[config.mk]
export PLATFORM = sky130hd
export DESIGN_NAME = i2c_master_arbiter
export DESIGN_NICKNAME = d
export VERILOG_FILES = /design/src/rtl/i2c_master_arbiter.sv
export SDC_FILE = /design/constraint.sdc
export NUM_CORES = 1
export LEC_CHECK = 0
export BUFFER_PORTS_ARGS = -buffer_cell sky130_fd_sc_hd__buf_2
export CAP_MARGIN = 20
export CORE_MARGIN = 4
export CORE_UTILIZATION = 49
export CTS_CLUSTER_DIAMETER = 150
export DETAILED_ROUTE_END_ITERATION = 8
export PLACE_DENSITY = 0.9
export SLEW_MARGIN = 20
export SYNTH_ARGS = -nofsm -noshare
export SYNTH_HDL_FRONTEND = slang
export SYNTH_SLANG_ARGS = --single-unit
[constraint.sdc]
create_clock -name clk -period 3.4 [get_ports clk]
set_input_delay 0.68 -clock clk [delete_from_list [all_inputs] [get_ports clk]]
set_output_delay 0.68 -clock clk [all_outputs]
set_load 0.05 [all_outputs]
[src/rtl/i2c_master_arbiter.sv]
// Round-robin arbiter sharing one I2C master between NREQ sensor sequencers,
// with owner-side routing of master status and a stall watchdog.
module i2c_master_arbiter #(
  parameter int          NREQ    = 4,
  parameter logic [15:0] TIMEOUT = 16'hFFFF,
  parameter int          HOLD    = 4
) (
  input  logic                 clk,
  input  logic                 reset,
  input  logic [NREQ-1:0]      req,
  output logic [NREQ-1:0]      gnt,
  output logic                 busy,
  output logic                 timeout_err,
  output logic [2:0]           err_id,
  input  logic [NREQ-1:0]      m_start_i,
  input  logic [NREQ-1:0]      m_send_i,
  input  logic [NREQ-1:0]      m_receive_i,
  input  logic [8*NREQ-1:0]    m_datasend_i,
  output logic [NREQ-1:0]      r_isReady,
  output logic [NREQ-1:0]      r_sended,
  output logic [NREQ-1:0]      r_received,
  output logic [7:0]           r_datareceive,
  input  logic                 isReady,
  output logic                 start,
  output logic                 send,
  output logic                 receive,
  output logic [7:0]           datasend,
  input  logic                 sended,
  input  logic                 received,
  input  logic [7:0]           datareceive
);

  localparam int unsigned NREQU = NREQ;

  typedef enum logic [2:0] {StIdle, StArb, StOwn, StDrain, StHold} stateT;

  stateT             state, stateNext;
  logic [NREQ-1:0]   mask, elig, rot, pickOneHot;
  logic [2*NREQ-1:0] eligTwice;
  logic [2:0]        owner, last, pick;
  logic              pickValid;
  logic [15:0]       watchdog;
  logic [7:0]        holdCnt;
  logic              sendedQ, receivedQ, toggled, ownerReq, expired, holdDone;

  assign elig      = req & ~mask;
  assign eligTwice = {elig, elig};
  assign ownerReq  = |(req & gnt);
  assign toggled   = (sended != sendedQ) || (received != receivedQ);
  assign expired   = (watchdog == TIMEOUT);
  assign holdDone  = (holdCnt == 8'(HOLD - 1));
  assign busy      = (state != StIdle);

  // Rotate so the slot right after `last` sits at bit 0; the lowest set bit wins.
  always_comb begin
    int unsigned sum;
    sum       = 0;
    rot       = NREQ'(eligTwice >> (32'(last) + 32'd1));
    pick      = '0;
    pickValid = 1'b0;
    for (int unsigned i = 0; i < NREQU; i++) begin
      if (!pickValid && rot[i]) begin
        sum = 32'(last) + 32'd1 + i;
        if (sum >= NREQU) sum = sum - NREQU;
        pick      = 3'(sum);
        pickValid = 1'b1;
      end
    end
  end

  assign pickOneHot = {{(NREQ-1){1'b0}}, 1'b1} << pick;

  always_ff @(posedge clk or negedge reset) begin
    if (!reset) state <= StIdle;
    else        state <= stateNext;
  end

  always_comb begin
    stateNext = state;
    case (state)
      StIdle:  if ((|elig) && isReady) stateNext = StArb;
      StArb:   stateNext = pickValid ? StOwn : StIdle;
      StOwn:   if (!ownerReq || expired) stateNext = StDrain;
      StDrain: if (isReady) stateNext = StHold;
      StHold:  if (holdDone) stateNext = StIdle;
      default: stateNext = StIdle;
    endcase
  end

  always_ff @(posedge clk or negedge reset) begin
    if (!reset) begin
      gnt         <= '0;
      owner       <= '0;
      last        <= 3'(NREQ - 1);
      mask        <= '0;
      watchdog    <= '0;
      holdCnt     <= '0;
      timeout_err <= 1'b0;
      err_id      <= '0;
      sendedQ     <= 1'b0;
      receivedQ   <= 1'b0;
    end else begin
      sendedQ     <= sended;
      receivedQ   <= received;
      timeout_err <= 1'b0;
      mask        <= mask & req;
      case (state)
        StArb: begin
          if (pickValid) begin
            gnt      <= pickOneHot;
            owner    <= pick;
            watchdog <= '0;
          end
        end
        StOwn: begin
          // A dropped request takes priority over a coincident watchdog expiry.
          if (!ownerReq) begin
            gnt <= '0;
          end else if (expired) begin
            gnt         <= '0;
            timeout_err <= 1'b1;
            err_id      <= owner;
            mask        <= (mask & req) | gnt;
          end else if (toggled) begin
            watchdog <= '0;
          end else if (watchdog != TIMEOUT) begin
            watchdog <= watchdog + 16'd1;
          end
        end
        StDrain: begin
          if (isReady) holdCnt <= '0;
        end
        StHold: begin
          holdCnt <= holdCnt + 8'd1;
          if (holdDone) last <= owner;
        end
        default: ;
      endcase
    end
  end

  always_comb begin
    start    = |(gnt & m_start_i);
    send     = |(gnt & m_send_i);
    receive  = |(gnt & m_receive_i);
    datasend = '0;
    for (int unsigned k = 0; k < NREQU; k++) begin
      if (gnt[k]) datasend = datasend | m_datasend_i[8*k +: 8];
    end
  end

  assign r_isReady     = gnt & {NREQ{isReady}};
  assign r_sended      = gnt & {NREQ{sended}};
  assign r_received    = gnt & {NREQ{received}};
  assign r_datareceive = datareceive;

endmodule

==> metrics.txt, run 1 <==
DR vias=3016; Cell Chain, Critical Path=clkinv_1 -> ha_1 -> ha_1 -> nand4_1 -> a21oi_1 -> nor2_1 -> o221ai_1 -> nand2b_1 -> a311oi_1 -> a22o_1; initial antenna violation count=0; first-pass GRT wire length=13400 um; commonest non-fill, non-tap cells in the layout=buf_2 (83), dfrtp_1 (45), nand2_1 (36), o21ai_0 (30), a22oi_1 (24); Least-Margin Pin Slew=632 ps; Top Ports=101; full die area=7710 um2; total routed wirelength=8100 um; VDD IR max=0.457 mV; # setup viols final=0; skew final=8.35 ps; f_max=0.336 GHz; Setup TNS Final=0 ps; area of the multi-input gates=1750 um2; outcome=completed; WHS=367 ps; most frequent CP cell=ha_1; Total GRT Usage=21.4%; Slew HR=57.9%; Final Max Tran Viols=0; Skew-Pair Late Insertion Delay=300 ps; main flop type after synthesis=dfrtp_1; core area=6060 um2; die width=87.8 um; DRT antenna net count=0; number of global-route vias before repair=2777; Die Y=87.8 um; CTS tree=yes; Layout area overhead=15.1%; CTS H-tree depth=2; Critical Path Max Stage Delay=760 ps; Syn Std Cell Area=3120 um2; Final Hold Viols=0; maxcap violations=0; Tmin final=2980 ps; WP data required=3640 ps; Critical Path AT=3210 ps; crit end category=flip-flop; commonest non-fill, non-tap cell in the layout=buf_2; flop2flop setup slack=420 ps; nets=492; Initial DRC Count=203; CTS Buf Count=5; number of synthesized flops with an enable pin=0; hpwl dp=6180 um; Remaining Overflow, GRT=0; DRC errors left=0; clock buffer depth=2; Seq cells post-synth=47; Rows=28; Root Driver=clkbuf_8; # resized after CTS=0; largest net degree at the start of global routing=48; count of cell types in the netlist=63; DR pass1 iterations=5; Worst-path clk slew=80 ps; yosys warns=0; RR Startpoint=last[0]; asr flop ratio synth=100%; PortBufs=84; # clock sinks=47; power per cell area=666 nW/um2; Gate Count Post-Synth=356; Post-CTS Repair Setup Buffers=0; # hold bufs at CTS=0; Critical R2R Capture=gnt[3]; Starting Density=51.5%; critical-path maximum fanout=19; Placer Congestion=0.925; Seq/Total Area, Yosys=37.8%; Slowest-stage cell, CP=dfstp_2; syn_area_per_cell=8.77 um2; CP Launch Type=flip-flop; syn nets=426; fillers=512; hold crit path type=input pin to async pin; WS Path Type=flip-flop to flip-flop; DR WL/cell=16.3 um; Reg area=1180 um2; RSZ-0062 raised after global routing=no; vias per cell=6.06; Static Leak=1.73 nW; Tcrit/Tclk final=87.5%; share of cells above drive strength 1=26.7%; n_diodes=0; Reg2Reg Depth=10
## cells in the mapped netlist, drive strengths merged, types with 8 or more instances
library cell	n	area share, %
clkbuf	13	1.6
o31ai	8	1.9
nand3	17	2.7
and2	14	2.8
inv	9	1.1
dfrtp	45	36
nand2	36	4.3
a31oi	8	1.6
a22oi	24	5.8
nor2	20	2.5
o21ai	35	5.6
buf	16	3.4
a21oi	14	2.2
nor2b	8	1.8
a22o	8	2.3
ha	9	3.6
## routing by layer
layer  vias to the layer above  wire length, um  GRT usage, %
met5                         -                0             0
met4                         0               95          5.86
met3                        14              519          4.61
met2                       104             4250          34.6
met1                      1456             3240          29.1
li1                       1442                -             -
## stage by stage
| step | setup slack, ps | power, W | cells | instance area (um2) | util (%) |
|---|---|---|---|---|---|
| 3_5_place_dp | 479 | 0.00207 | 490 | 3510 | 57.9 |
| 4_1_cts | 475 | 0.00240 | 498 | 3590 | 59.2 |
| 6_report | 424 | 0.00239 | 498 | 3590 | 59.2 |
| 3_3_place_gp | 686 | 0.00203 | 490 | 3510 | 57.9 |
| 5_1_grt | 158 | 0.00254 | 498 | 3590 | 59.2 |
| 2_1_floorplan | 743 | 0.00178 | 356 | 3120 | - |
## where the power goes
group,leakage [nW],internal (W),total [W],switching [W]
registers,0.632,0.000640,0.000824,0.000184
clock network,0.0395,0.000146,0.000321,0.000175
logic,1.06,0.000366,0.00124,0.000878
## critical path: cells and delay by family, from the launching register on
family	cells	cell delay [ps]
fa+ha+maj	2	690
simple gates	3	290
compound gates	4	1010
flops	1	760
buf+inv	1	160
## cell type report
| class | instances | area share [%] |
|---|---|---|
| Sequential cell | 47 | 32.8 |
| Timing Repair Buffer | 88 | 12.6 |
| Clock buffer | 8 | 2.23 |
| Tap cell | 75 | 2.61 |
| Multi-Input combinational cell | 270 | 48.7 |
| Inverter | 10 | 1.05 |
## logic make-up after synthesis
kind of cell / Yosys count / synth area share, %
xor+xnor: 4 / 1.12
simple gates: 127 / 21.2
flops: 47 / 37.8
mux: 12 / 4.53
buf+inv: 39 / 6.21
compound gates: 118 / 25.5
fa+ha+maj: 9 / 3.61
## worst max path at each step
stage	from	end	slack, ps
after floorplan	last[0]	gnt[1]	740
after global placement	last[0]	gnt[1]	690
after detailed placement	last[0]	gnt[3]	480
after CTS	last[0]	gnt[1]	470
after global routing	last[0]	gnt[3]	160
final	last[0]	gnt[3]	420
## flip-flops by register name, summed over array words and instances (netlist names)
| name | flops |
|---|---|
| holdCnt | 8 |
| err_id | 3 |
| receivedQ | 1 |
| sendedQ | 1 |
| mask | 4 |
| gnt | 4 |
| state | 3 |
| watchdog | 16 |
| owner | 3 |
| last | 3 |
| timeout_err | 1 |
No activity file was read; power rests on OpenSTA's default activity.
==> inputs of run 2 (changes only) <==
GPL_TIMING_DRIVEN = 0   (was not set)
==> run 2 against run 1 <==
Compared with the run above:
- non-clock buffer count increased by 33
- final area grew 5.0%
- critical path depth is 1 higher
- routed wire length up 5.7%
- fmax down 5.1%
- utilization increased by 3.0 points
- critical endpoint unchanged
==> metrics.txt, run 2 (synthesis gave the netlist of run 1 again) <==
outcome=completed; CP Launch Type=flip-flop; DR vias=3152 (+4.5%); maxcap violations=0 (unchanged); hpwl dp=6440 um (+4.2%); Reg with most FFs=watchdog; die width=87.8 um (unchanged); full die area=7710 um2 (unchanged); Setup WS pre-CTS=260 ps (-218 ps); CTS tree=yes; CTS H-tree depth=2 (unchanged); area of the multi-input gates=1750 um2 (unchanged); Critical Path AT=3380 ps (+170 ps); DR pass1 iterations=6 (+1); largest net degree at the start of global routing=48 (unchanged); nets=525 (+6.7%); most frequent CP cell=ha_1; power per cell area=659 nW/um2 (-0.99%); crit path from=last[0]; f_max=0.319 GHz (-5.1%); RR Startpoint=last[0]; number of global-route vias before repair=2905 (+4.6%); Starting Density=51.5% (unchanged); Largest register FFs=16 (unchanged); DRT antenna net count=0 (unchanged); RSZ-0062 raised after global routing=no; slack of the critical path=263 ps (-161 ps); biggest registers after layout=watchdog x16, holdCnt x8; Skew-Pair Late Insertion Delay=310 ps (about the same); Post-CTS Repair Setup Buffers=0 (unchanged); hold crit path type=input pin to async pin; Initial DRC Count=176 (-13%); Final Max Tran Viols=0 (unchanged); CTS Buf Count=5 (unchanged); Total GRT Usage=21.6% (+0.27 points); Top Ports=101 (unchanged); WP data required=3640 ps (about the same); n_diodes=0 (unchanged); crit end category=flip-flop; Placer Congestion=0.897 (-3.1%); Tcrit/Tclk final=92.3% (+4.7 points); VDD IR max=0.492 mV (+7.6%); Root Driver=clkbuf_8; Reg area=1180 um2 (unchanged); Critical Path Max Stage Delay=560 ps (-200 ps); first-pass GRT wire length=13400 um (+0.20%); Static Leak=1.84 nW (+6.4%); Cell Chain, Critical Path=buf_2 -> clkinvlp_4 -> ha_1 -> ha_1 -> nand4_1 -> a21oi_1 -> nor2_1 -> o221ai_1 -> nand2b_1 -> a311oi_1 -> a22o_1; Rows=28 (unchanged); commonest non-fill, non-tap cell in the layout=buf_2; core area=6060 um2 (unchanged); Remaining Overflow, GRT=0 (unchanged); Tmin final=3140 ps (+161 ps); Layout area overhead=20.9%; total routed wirelength=8560 um (+5.7%); Setup TNS Final=0 ps (unchanged); Slowest-stage cell, CP=dfstp_2; PortBufs=92 (+9.5%); WS Path Type=flip-flop to flip-flop; clock buffer depth=2 (unchanged); fillers=517 (+0.98%); DRC errors left=0 (unchanged); Least-Margin Pin Slew=671 ps (+39.5 ps); Slew HR=54.8% (-3.0 points); # setup viols final=0 (unchanged); skew final=11.9 ps (+3.59 ps); share of cells above drive strength 1=29.6% (+2.9 points); Final Hold Viols=0 (unchanged); DR WL/cell=16.1 um (-0.88%); Worst-path clk slew=90 ps (about the same); vias per cell=5.94 (-2.0%); commonest non-fill, non-tap cells in the layout=buf_2 (96), dfrtp_1 (45), nand2_1 (36), o21ai_0 (30), a22oi_1 (24); Die Y=87.8 um (unchanged); # clock sinks=47 (unchanged); initial antenna violation count=0 (unchanged); critical-path maximum fanout=10 (-9)
## run 2: changes by cell type in the layout (fill, tap and decap cells not counted)
cell / change
buf_2: +13
clkbuf_1: +11
clkinvlp_4: +1
clkinv_1: -1
buf_1: +1
buf_6: +1
buf_4: +5
clkinv_4: +2
## run 2: what timing repair did
| item | 4_1_cts | 5_1_grt |
|---|---|---|
| hold buffers | 0 | 0 |
| endpoints found under the setup margin | 0 | 2 |
| gates resized for setup | 0 | 1 |
## run 2: final timing paths
kind / cells after the start / slack, ps / to
max reg2reg: 11 / 260 / gnt[3]
min reg2reg: 1 / 490 / watchdog[15]
max: 11 / 260 / gnt[3]
min in group clk: 1 / 490 / watchdog[15]
max in group asynchronous: 1 / 2630 / mask[3]
min: 1 / 360 / watchdog[0]
## run 2: cell type report
type                    count  share of cell area [%]
plain buffers              29                    4.15
multi-input cells         270                    46.4
well taps                  75                    2.49
repair buffers             92                    12.3
clock buffers               6                    1.92
clock inverters             2                   0.464
flip-flops and latches     47                    31.3
inverters                  10                    1.09
## run 2: through the flow
stage	power (W)	util (%)	hold WS, ps	std cells	cell area (um2)
after floorplan	0.00178	-	384	356	3120
after global placement	0.00209	60.6	460	523	3670
after detailed placement	0.00213	60.6	467	523	3670
after CTS	0.00248	62.1	483	531	3760
after global routing	0.00263	62.2	404	531	3770
final	0.00248	62.2	361	531	3770
## run 2: metal layers
metal  vias up  part of all wire, %  GRT usage (%)
li1       1510                    -              -
met1      1544                   42           29.4
met2        90                   52           35.5
met3         8                  5.0           4.42
met4         0                 0.88           5.30
met5         -                    0              0
## run 2: worst max-delay path, delay by kind of cell, from the launching register on
family	cells	cell delay [ps]
AO/OA/AOI/OAI	4	1040
flip-flops	1	560
adder cells (fa/ha/maj)	2	720
buffers and inverters	2	460
AND/OR/NAND/NOR	3	290
## run 2: where the power goes
group          switching (W)  internal (W)
sequential         0.0000782      0.000641
clock               0.000192      0.000148
combinational        0.00103      0.000398
